[config.mk]
export PLATFORM = sky130hd
export DESIGN_NAME = spram_req_ctrl
export DESIGN_NICKNAME = d
export VERILOG_FILES = /design/src/rtl/spram_req_ctrl.sv
export SDC_FILE = /design/constraint.sdc
export NUM_CORES = 1
export LEC_CHECK = 0
export ABC_AREA = 1
export CELL_PAD_IN_SITES_DETAIL_PLACEMENT = 2
export CELL_PAD_IN_SITES_GLOBAL_PLACEMENT = 2
export CORE_MARGIN = 2
export CORE_UTILIZATION = 23
export CTS_BUF_LIST = sky130_fd_sc_hd__clkbuf_2 sky130_fd_sc_hd__clkbuf_4 sky130_fd_sc_hd__clkbuf_8
export DETAILED_ROUTE_END_ITERATION = 7
export GPL_TIMING_DRIVEN = 0
export PLACE_DENSITY = 0.95
export SYNTH_ARGS = -nofsm -noshare
export SYNTH_HDL_FRONTEND = slang
export SYNTH_SLANG_ARGS = --single-unit
[constraint.sdc]
create_clock -name clk_pi -period 1.75 [get_ports clk_pi]
set_input_delay 0.4375 -clock clk_pi [delete_from_list [all_inputs] [get_ports clk_pi]]
set_output_delay 0.4375 -clock clk_pi [all_outputs]
set_load 0.02 [all_outputs]
[src/rtl/spram_req_ctrl.sv]
// spram_req_ctrl: valid/ready request front-end serialising reads and writes onto one 8x8 RAM port.
// Define SPRAM_CTRL_INIT_EN to zero the whole RAM with a one-write-per-cycle sweep after reset.
module spram_req_ctrl #(
  parameter int ADDR_W = 3,
  parameter int DATA_W = 8,
  parameter int DEPTH  = 1 << ADDR_W
) (
  input  logic              clk_pi,
  input  logic              rst_pi,
  input  logic              req_valid_i,
  output logic              req_ready_o,
  input  logic              req_we_i,
  input  logic [ADDR_W-1:0] req_addr_i,
  input  logic [DATA_W-1:0] req_data_i,
  output logic              rsp_valid_o,
  input  logic              rsp_ready_i,
  output logic [DATA_W-1:0] rsp_data_o,
  output logic [ADDR_W-1:0] ram_addr_o,
  output logic [DATA_W-1:0] ram_data_o,
  output logic              ram_en_o,
  output logic              ram_we_o,
  input  logic [DATA_W-1:0] ram_data_i,
  output logic              init_done_o
);

  typedef enum logic [2:0] {
    ST_INIT    = 3'd0,
    ST_IDLE    = 3'd1,
    ST_RD_WAIT = 3'd2,
    ST_RD_CAP  = 3'd3,
    ST_RSP     = 3'd4
  } state_t;

  // Addresses wrap modulo DEPTH; this is also the last address of the init sweep.
  localparam logic [ADDR_W-1:0] ADDR_MASK = ADDR_W'(DEPTH - 1);

`ifdef SPRAM_CTRL_INIT_EN
  localparam state_t RESET_STATE = ST_INIT;
`else
  localparam state_t RESET_STATE = ST_IDLE;
`endif

  state_t state_r;
  logic   req_fire_s;

  assign req_ready_o = (state_r == ST_IDLE);
  assign req_fire_s  = req_valid_i & req_ready_o;

`ifdef SPRAM_CTRL_INIT_EN
  logic [ADDR_W-1:0] init_addr_r;
  logic              init_done_r;

  assign init_done_o = init_done_r;
`else
  assign init_done_o = 1'b1;
`endif

  // Request sequencing, RAM command registers and read response registers
  always_ff @(posedge clk_pi) begin
    if (rst_pi) begin
      state_r     <= RESET_STATE;
      ram_en_o    <= 1'b0;
      ram_we_o    <= 1'b0;
      ram_addr_o  <= '0;
      ram_data_o  <= '0;
      rsp_valid_o <= 1'b0;
      rsp_data_o  <= '0;
`ifdef SPRAM_CTRL_INIT_EN
      init_addr_r <= '0;
      init_done_r <= 1'b0;
`endif
    end else begin
      // A RAM command lives for exactly one cycle; every other cycle the port is idle.
      ram_en_o <= 1'b0;
      ram_we_o <= 1'b0;
      case (state_r)
`ifdef SPRAM_CTRL_INIT_EN
        ST_INIT: begin
          ram_en_o    <= 1'b1;
          ram_we_o    <= 1'b1;
          ram_addr_o  <= init_addr_r;
          ram_data_o  <= '0;
          init_addr_r <= init_addr_r + ADDR_W'(1);
          if (init_addr_r == ADDR_MASK) begin
            init_done_r <= 1'b1;
            state_r     <= ST_IDLE;
          end else begin
            state_r     <= ST_INIT;
          end
        end
`endif
        ST_IDLE: begin
          if (req_fire_s) begin
            ram_en_o   <= 1'b1;
            ram_we_o   <= req_we_i;
            ram_addr_o <= req_addr_i & ADDR_MASK;
            if (req_we_i) begin
              ram_data_o <= req_data_i;
              state_r    <= ST_IDLE;
            end else begin
              state_r    <= ST_RD_WAIT;
            end
          end else begin
            state_r <= ST_IDLE;
          end
        end
        ST_RD_WAIT: begin
          state_r <= ST_RD_CAP;
        end
        ST_RD_CAP: begin
          rsp_data_o  <= ram_data_i;
          rsp_valid_o <= 1'b1;
          state_r     <= ST_RSP;
        end
        ST_RSP: begin
          if (rsp_ready_i) begin
            rsp_valid_o <= 1'b0;
            state_r     <= ST_IDLE;
          end else begin
            state_r     <= ST_RSP;
          end
        end
        default: begin
          state_r <= RESET_STATE;
        end
      endcase
    end
  end

endmodule

## Word level (Yosys, flattened, before mapping)

Index checks and enable logic that the tools add are counted.

| word-level totals | value |
|---|---|
| word-level logic and storage cells | 28 |
| output and inout bits | 24 |
| input port bits | 24 |
| flip-flop bits (word level) | 25 |

| operators by class | value |
|---|---|
| bitwise operators | 3 |
| equality and inequality tests | 5 |
| reduce and logical (&&, ||, !) cells | 6 |
| mux-type cells | 7 |

Operators by type and width:

| kind | count |
|---|---|
| $pmux W3 S4 | 1 |
| $eq A3 B2 Y1 const B | 2 |
| $mux W3 | 2 |
| $reduce_and A2 Y1 | 2 |
| $eq A3 B1 Y1 const B | 1 |
| $eq A3 B3 Y1 const B | 1 |
| $reduce_and A3 Y1 | 1 |
| $reduce_or A3 Y1 | 1 |
| $mux W1 | 2 |
| $mux W2 | 1 |
| $ne A2 B2 Y1 const B | 1 |
| $not A1 Y1 | 2 |
| $pmux W1 S2 | 1 |
| $reduce_bool A2 Y1 | 1 |
| $reduce_or A2 Y1 | 1 |
| $and A1 B1 Y1 | 1 |

## Logic depth before layout (Yosys ltp)

Gate-level depths: netlist of the first run.

| logic depth | value |
|---|---|
| word-level depth | 4 |
| depth in mapped cells | 7 |
| mapped depth without buffers | 6 |

## Worst setup path before layout of the first run

No wires, ideal clock.

| timing | value |
|---|---|
| kind | reg2reg |
| start | register state_r[2] |
| end | register ram_addr_o[0] |
| setup slack | 434 ps |
| path buffers | 0 |
| library setup time | 116 ps |
| data required time | 1,634 ps |
| data arrival time | 1,201 ps |
| cell stages (with the launch flop) | 7 |
| period minus slack after synthesis | 1,316 ps |
| cells stage by stage | dfxtp_1 -> inv_1 -> nand2_2 -> nor2_1 -> nand2_1 -> o21ai_0 -> nor2_1 |

| between the ends | value |
|---|---|
| cells in the longest elaborated chain, start to end | 3 |

Ends and longest elaborated chain:

| element | RTL line | source |
|---|---|---|
| from (decl) | 43 | `state_t state_r;` |
| from (signal assigned) | 61 | `state_r <= RESET_STATE;` |
| from (signal assigned) | 99 | `state_r <= ST_IDLE;` |
| from (signal assigned) | 101 | `state_r <= ST_RD_WAIT;` |
| $eq A3 B1 Y1 * | 46 | `assign req_ready_o = (state_r == ST_IDLE);` |
| net req_ready_o | 11 | `output logic req_ready_o,` |
| $and A1 B1 Y1 | 47 | `assign req_fire_s = req_valid_i & req_ready_o;` |
| $reduce_and A2 Y1 (no line) * | n/a |  |
| to (signal assigned) | 96 | `ram_addr_o <= req_addr_i & ADDR_MASK;` |
| to (decl) | 18 | `output logic [ADDR_W-1:0] ram_addr_o,` |

Mark *: on every way through the listed nets, which the timed path passes. The rest lies on a longest branch.
A chain may end at the register's enable or synchronous reset.

## Worst setup path in the final report of the first run

| timing | value |
|---|---|
| start | register ram_addr_o[1] |
| end | output ram_addr_o[1] |

No word-level cell between the ends.

==> reports/metrics.cfg, run 1 <==
[global_route]
grt_start_max_net_pins = 14
grt_pass1_wl_um = 4890
overflow = 0
antenna_found_initial = 0
grt_use_total_pct = 12.6
grt_pass1_vias = 1064

[route]
via_per_inst = 4.32
initialDrtViolationCount = 7
wire_per_inst_um = 12.7
dr.pass1.iters = 2
drt.antenna.violating_nets = 0
drt_wl_total_um = 2950
vias = 1007
route.detailed.drc = 0

[yosys]
ys_seq_area_share_pct = 51.0
synth_area_um2 = 982
synth_seq_cells = 25
avgSynthCellArea_um2 = 7.38
syn_inst = 133
ys_warn_count = 0
synth_top_cell_area_share_pct = 51.0
synth_cell_types = 18
syn_nets = 157
ys_top_cells_by_area = dfxtp_1 51%, nor2_1 16%, nand2_1 7.6%
netlist.top_cell.by_area = dfxtp_1

[critical_path]
critPathKind = reg -> out
crit_slowest_cell = clkdlybuf4s50_1
cp.buffers_inverters = 1
max_stage_delay_ns = 0.62
critPathLaunchType = flop
crit_family = buffers and inverters
cp-end-kind = output pin
crit_cells = 1
reg2reg_depth = 6
rrSetupSlack_ns = 0.50
required_ns = 1.31
path_cells = clkdlybuf4s50_1
worstPathArrival_ns = 1.23
cp_max_fo = 2

[clock_tree]
cts_tree = done
cts_sinks = 25
clock_insertion_delay_worst_skew_ns = 0.26
hold_buffers = 0
cts-root-buf = clkbuf_8
htree_levels = 1
cts_made_buffers = 3
clk_pin_slew_ns = 0.09
clock_path_buffers = 2

[sta]
finalHoldViolCount = 0
max_freq_ghz = 0.600
rsz0062_at_grt = false
fin_crit_sh_pct = 95.2
setup_violations = 0
final_max_slew_viol_count = 0
setup_tns_ns = 0
skew_ns = 0.00417
setup_slack_ns = 0.0845
min_period_ns = 1.67

[die]
die_area_um2 = 4810
start_util_pct = 24.2
rows = 23
die_h_um = 69.4
dieWidth_um = 69.4
ioPinCount = 48
core_area_um2 = 4060

[outcome]
outcome = finished clean

[finish]
final_common_cell = clkdlybuf4s50_1
insertedDiodeCount = 0
nets = 208
area_delta_synth_final_pct = 58.0
final_cell_mix = 45 x clkdlybuf4s50_1, 41 x nor2_1, 25 x dfxtp_1
drive_gt1_share_pct = 8.74

[placed_design]
hpwl_um = 2360
gp_congestion = 0.674
port_buffers = 46
dp_slack_ns = -0.139

[min_path]
whs_path_depth = 2
min_path_type = reg -> reg

[power_and_ir_drop]
leakagePower_nw = 0.671
peakVddDrop_v = 0.000296
p_per_area_nw_per_um2 = 863

[job]
maxCapViolCount = 0

-- metal layers --
metal	vias up	share of wire [%]	routed length (um)	global-route usage [%]
met1	475	42	1230	14.5
met2	23	54	1580	23.1
met3	2	4.2	123	2.91
met4	0	0.64	19	3.27
met5	-	0	0	0
li1	507	-	-	-
-- layout make-up --
cell class | instances | area, um2
Buffer | 4 | 20.0
Clock buffer | 4 | 48.8
Fill cell | 484 | 2510
Inverter | 16 | 60.1
Multi-Input combinational cell | 88 | 404
Sequential cell | 25 | 500
Tap cell | 50 | 62.6
Timing Repair Buffer | 46 | 455
-- worst paths after layout --
kind,to,startpoint
max,ram_addr_o[1],ram_addr_o[1]
min,rsp_valid_o,rsp_valid_o
max reg2reg,ram_data_o[0],state_r[0]
min reg2reg,rsp_valid_o,rsp_valid_o
-- metrics by stage --
step / hold slack, ns / std cells / cell area [um2] / utilization, % / power (mW)
final: 0.484 / 233 / 1550 / 38.2 / 1.34
after global routing: 0.529 / 233 / 1550 / 38.2 / 1.42
after CTS: 0.491 / 233 / 1560 / 38.3 / 1.37
after detailed placement: 0.478 / 229 / 1510 / 37.1 / 1.00
after global placement: 0.469 / 229 / 1510 / 37.1 / 0.990
after floorplan: 0.507 / 133 / 982 / - / 0.821
-- registers in the layout, indices dropped and copies added (netlist names) --
name / flops
ram_addr_o: 3
ram_data_o: 8
ram_en_o: 1
ram_we_o: 1
rsp_data_o: 8
rsp_valid_o: 1
state_r: 3
-- logic make-up after synthesis --
family,Yosys count,share of synthesized area (%)
buffers and inverters,20,8.15
AND/OR/NAND/NOR,72,32.6
flip-flops,25,51.0
other,1,0.382
AO/OA/AOI/OAI,15,7.90
-- synth_stat cells --
| library cell | count |
|---|---|
| nor2_1 | 42 |
| dfxtp_1 | 25 |
| nand2_1 | 20 |
| inv_1 | 13 |
| o21ai_0 | 12 |
| inv_2 | 3 |
| nand3_1 | 3 |
| a21oi_1 | 2 |
| clkbuf_1 | 2 |
| nand4_1 | 2 |
| nor2_4 | 2 |
| buf_2 | 1 |
| buf_4 | 1 |
| conb_1 | 1 |
| nand2_2 | 1 |
| nand4_4 | 1 |
| nor3_2 | 1 |
| o21a_1 | 1 |
-- power breakdown --
group	leakage, nW	switching [mW]	internal [mW]
Clock	0.0262	0.179	0.178
Sequential	0.205	0.0259	0.615
Combinational	0.440	0.180	0.160
Total	0.671	0.385	0.953
-- repair_timing --
action,CTS,global route
buffers inserted,0,0
resized for setup,3,2
setup endpoints to repair,1,1
No activity file was read; power rests on OpenSTA's default activity.
==> run 2: changes to the inputs <==
==> constraint.sdc (replaced) <==
create_clock -name clk_pi -period 1.75 [get_ports clk_pi]
set_input_delay 0.2625 -clock clk_pi [delete_from_list [all_inputs] [get_ports clk_pi]]
set_output_delay 0.2625 -clock clk_pi [all_outputs]
set_load 0.02 [all_outputs]
==> reports/metrics.cfg, run 2 (synthesized netlist as in run 1, its figures left out) <==
[placed_design]
hpwl_um = 2360  ; unchanged
port_buffers = 46  ; unchanged
dp_cells = 229  ; unchanged
gp_congestion = 0.674  ; unchanged
placed_cell_area_um2 = 1510  ; unchanged

[sta]
skew_ns = 0.00208  ; -0.00209 ns
min_period_ns = 1.62  ; -0.0496 ns
final_max_slew_viol_count = 0  ; unchanged
max_freq_ghz = 0.619  ; +3.1%
rsz0062_at_grt = false
finalHoldViolCount = 0  ; unchanged
fin_crit_sh_pct = 92.3  ; -2.8 points
timing.hold.ws_ns = 0.486  ; +0.00215 ns
setup_violations = 0  ; unchanged
setup_tns_ns = 0  ; unchanged

[power_and_ir_drop]
p_int_mw = 0.953  ; about the same
combPwrFrac_pct = 25.4  ; about the same
p_sw_mw = 0.385  ; -0.21%
p_seq_share_pct = 47.9  ; about the same
sw_frac_of_total_pct = 28.8  ; -0.053 points
power.share.clock_pct = 26.7  ; about the same
p_per_area_nw_per_um2 = 862  ; -0.11%
peakVddDrop_v = 0.000295  ; -0.31%
leakagePower_nw = 0.672  ; about the same

[finish]
final_util_pct = 38.3  ; about the same
final_cell_mix = 45 x clkdlybuf4s50_1, 42 x nor2_1, 25 x dfxtp_1
final_common_cell = clkdlybuf4s50_1
ff_latch_area_um2 = 500  ; unchanged
instances_no_fill = 233  ; unchanged
multi_input_area_um2 = 402  ; -0.62%
area_delta_synth_final_pct = 58.1  ; about the same
insertedDiodeCount = 0  ; unchanged
design_area_um2 = 1550  ; about the same
fill_cells = 486  ; +0.41%
nets = 208  ; unchanged
reg_top3 = ram_data_o x8, rsp_data_o x8
drive_gt1_share_pct = 7.65  ; -1.1 points

[global_route]
grt_pass1_wl_um = 4890  ; unchanged
grt_use_total_pct = 12.6  ; unchanged
grt_pass1_vias = 1064  ; unchanged
antenna_found_initial = 0  ; unchanged
grt_start_max_net_pins = 14  ; unchanged
overflow = 0  ; unchanged

[critical_path]
cp-end-kind = output pin
critPathKind = reg -> out
worstPathArrival_ns = 1.35  ; +0.12 ns
required_ns = 1.49  ; +0.18 ns
critPathLaunchType = flop
cp_max_fo = 4  ; +2

[route]
vias = 1006  ; -0.099%
drt.antenna.violating_nets = 0  ; unchanged
drt_wl_total_um = 2950  ; -0.10%
via_per_inst = 4.32  ; about the same
dr.pass1.iters = 4  ; +2
initialDrtViolationCount = 8  ; +1
route.detailed.drc = 0  ; unchanged
wire_per_inst_um = 12.7  ; -0.10%

[job]
maxCapViolCount = 0  ; unchanged

[min_path]
min_path_type = reg -> reg

[die]
start_util_pct = 24.2  ; unchanged
die_h_um = 69.4  ; unchanged
dieWidth_um = 69.4  ; unchanged
rows = 23  ; unchanged
ioPinCount = 48  ; unchanged
core_area_um2 = 4060  ; unchanged
die_area_um2 = 4810  ; unchanged

[clock_tree]
hold_buffers = 0  ; unchanged
cts_tree = done
htree_levels = 1  ; unchanged
clk_pin_slew_ns = 0.09  ; about the same
cts-root-buf = clkbuf_8
cts_made_buffers = 3  ; unchanged
clock_insertion_delay_worst_skew_ns = 0.26  ; about the same
cts_sinks = 25  ; unchanged
post_cts_buffers = 0  ; unchanged
clock_path_buffers = 2  ; unchanged

[outcome]
outcome = finished clean

run 2: stage by stage:
step / setup slack (ns) / power [mW]
2_1_floorplan: 0.434 / 0.821
3_3_place_gp: 0.131 / 0.990
3_5_place_dp: 0.0361 / 1.00
4_1_cts: 0.118 / 1.37
5_1_grt: 0.0117 / 1.42
6_report: 0.134 / 1.34
run 2: final timing paths:
| path | startpoint | to | slack [ns] | cells after the start |
|---|---|---|---|---|
| hold reg to reg | rsp_valid_o | rsp_valid_o | 0.49 | 2 |
| hold / removal | rsp_valid_o | rsp_valid_o | 0.49 | 2 |
| setup reg to reg | state_r[0] | ram_data_o[0] | 0.50 | 6 |
| setup / recovery | state_r[2] | req_ready_o | 0.13 | 4 |
run 2: routing by layer:
metal  track usage, %  wire, um  up-vias
met5                0         0        -
met2             23.1      1570       23
met3             2.91       121        2
li1                 -         -      504
met1             14.5      1240      477
met4             3.27        19        0
run 2: critical path: stages (launching register included):
cell           delay [ns]
dfxtp_1              0.37
inv_1                0.10
nand2_2              0.10
nor2_1               0.17
dlygate4sd2_1        0.36
run 2: layout make-up:
cell class              instances  area share (%)
plain buffers                   4            1.29
clock buffers                   4            3.14
inverters                      16            3.87
multi-input cells              88            25.9
flip-flops and latches         25            32.2
well taps                      50            4.03
repair buffers                 46            29.6
run 2: timing repair:
item / CTS / global route
gates resized for setup: 1 / 0
endpoints found under the hold margin: 0 / 0
setup endpoints to repair: 1 / 0
run 2: power groups by stage:
| stage | sequential [mW] | clock [mW] | combinational, mW |
|---|---|---|---|
| 2_1_floorplan | 0.701 | 0 | 0.120 |
| 3_3_place_gp | 0.653 | 0 | 0.337 |
| 3_5_place_dp | 0.655 | 0 | 0.349 |
| 4_1_cts | 0.642 | 0.378 | 0.348 |
| 5_1_grt | 0.648 | 0.402 | 0.373 |
| 6_report | 0.641 | 0.358 | 0.340 |
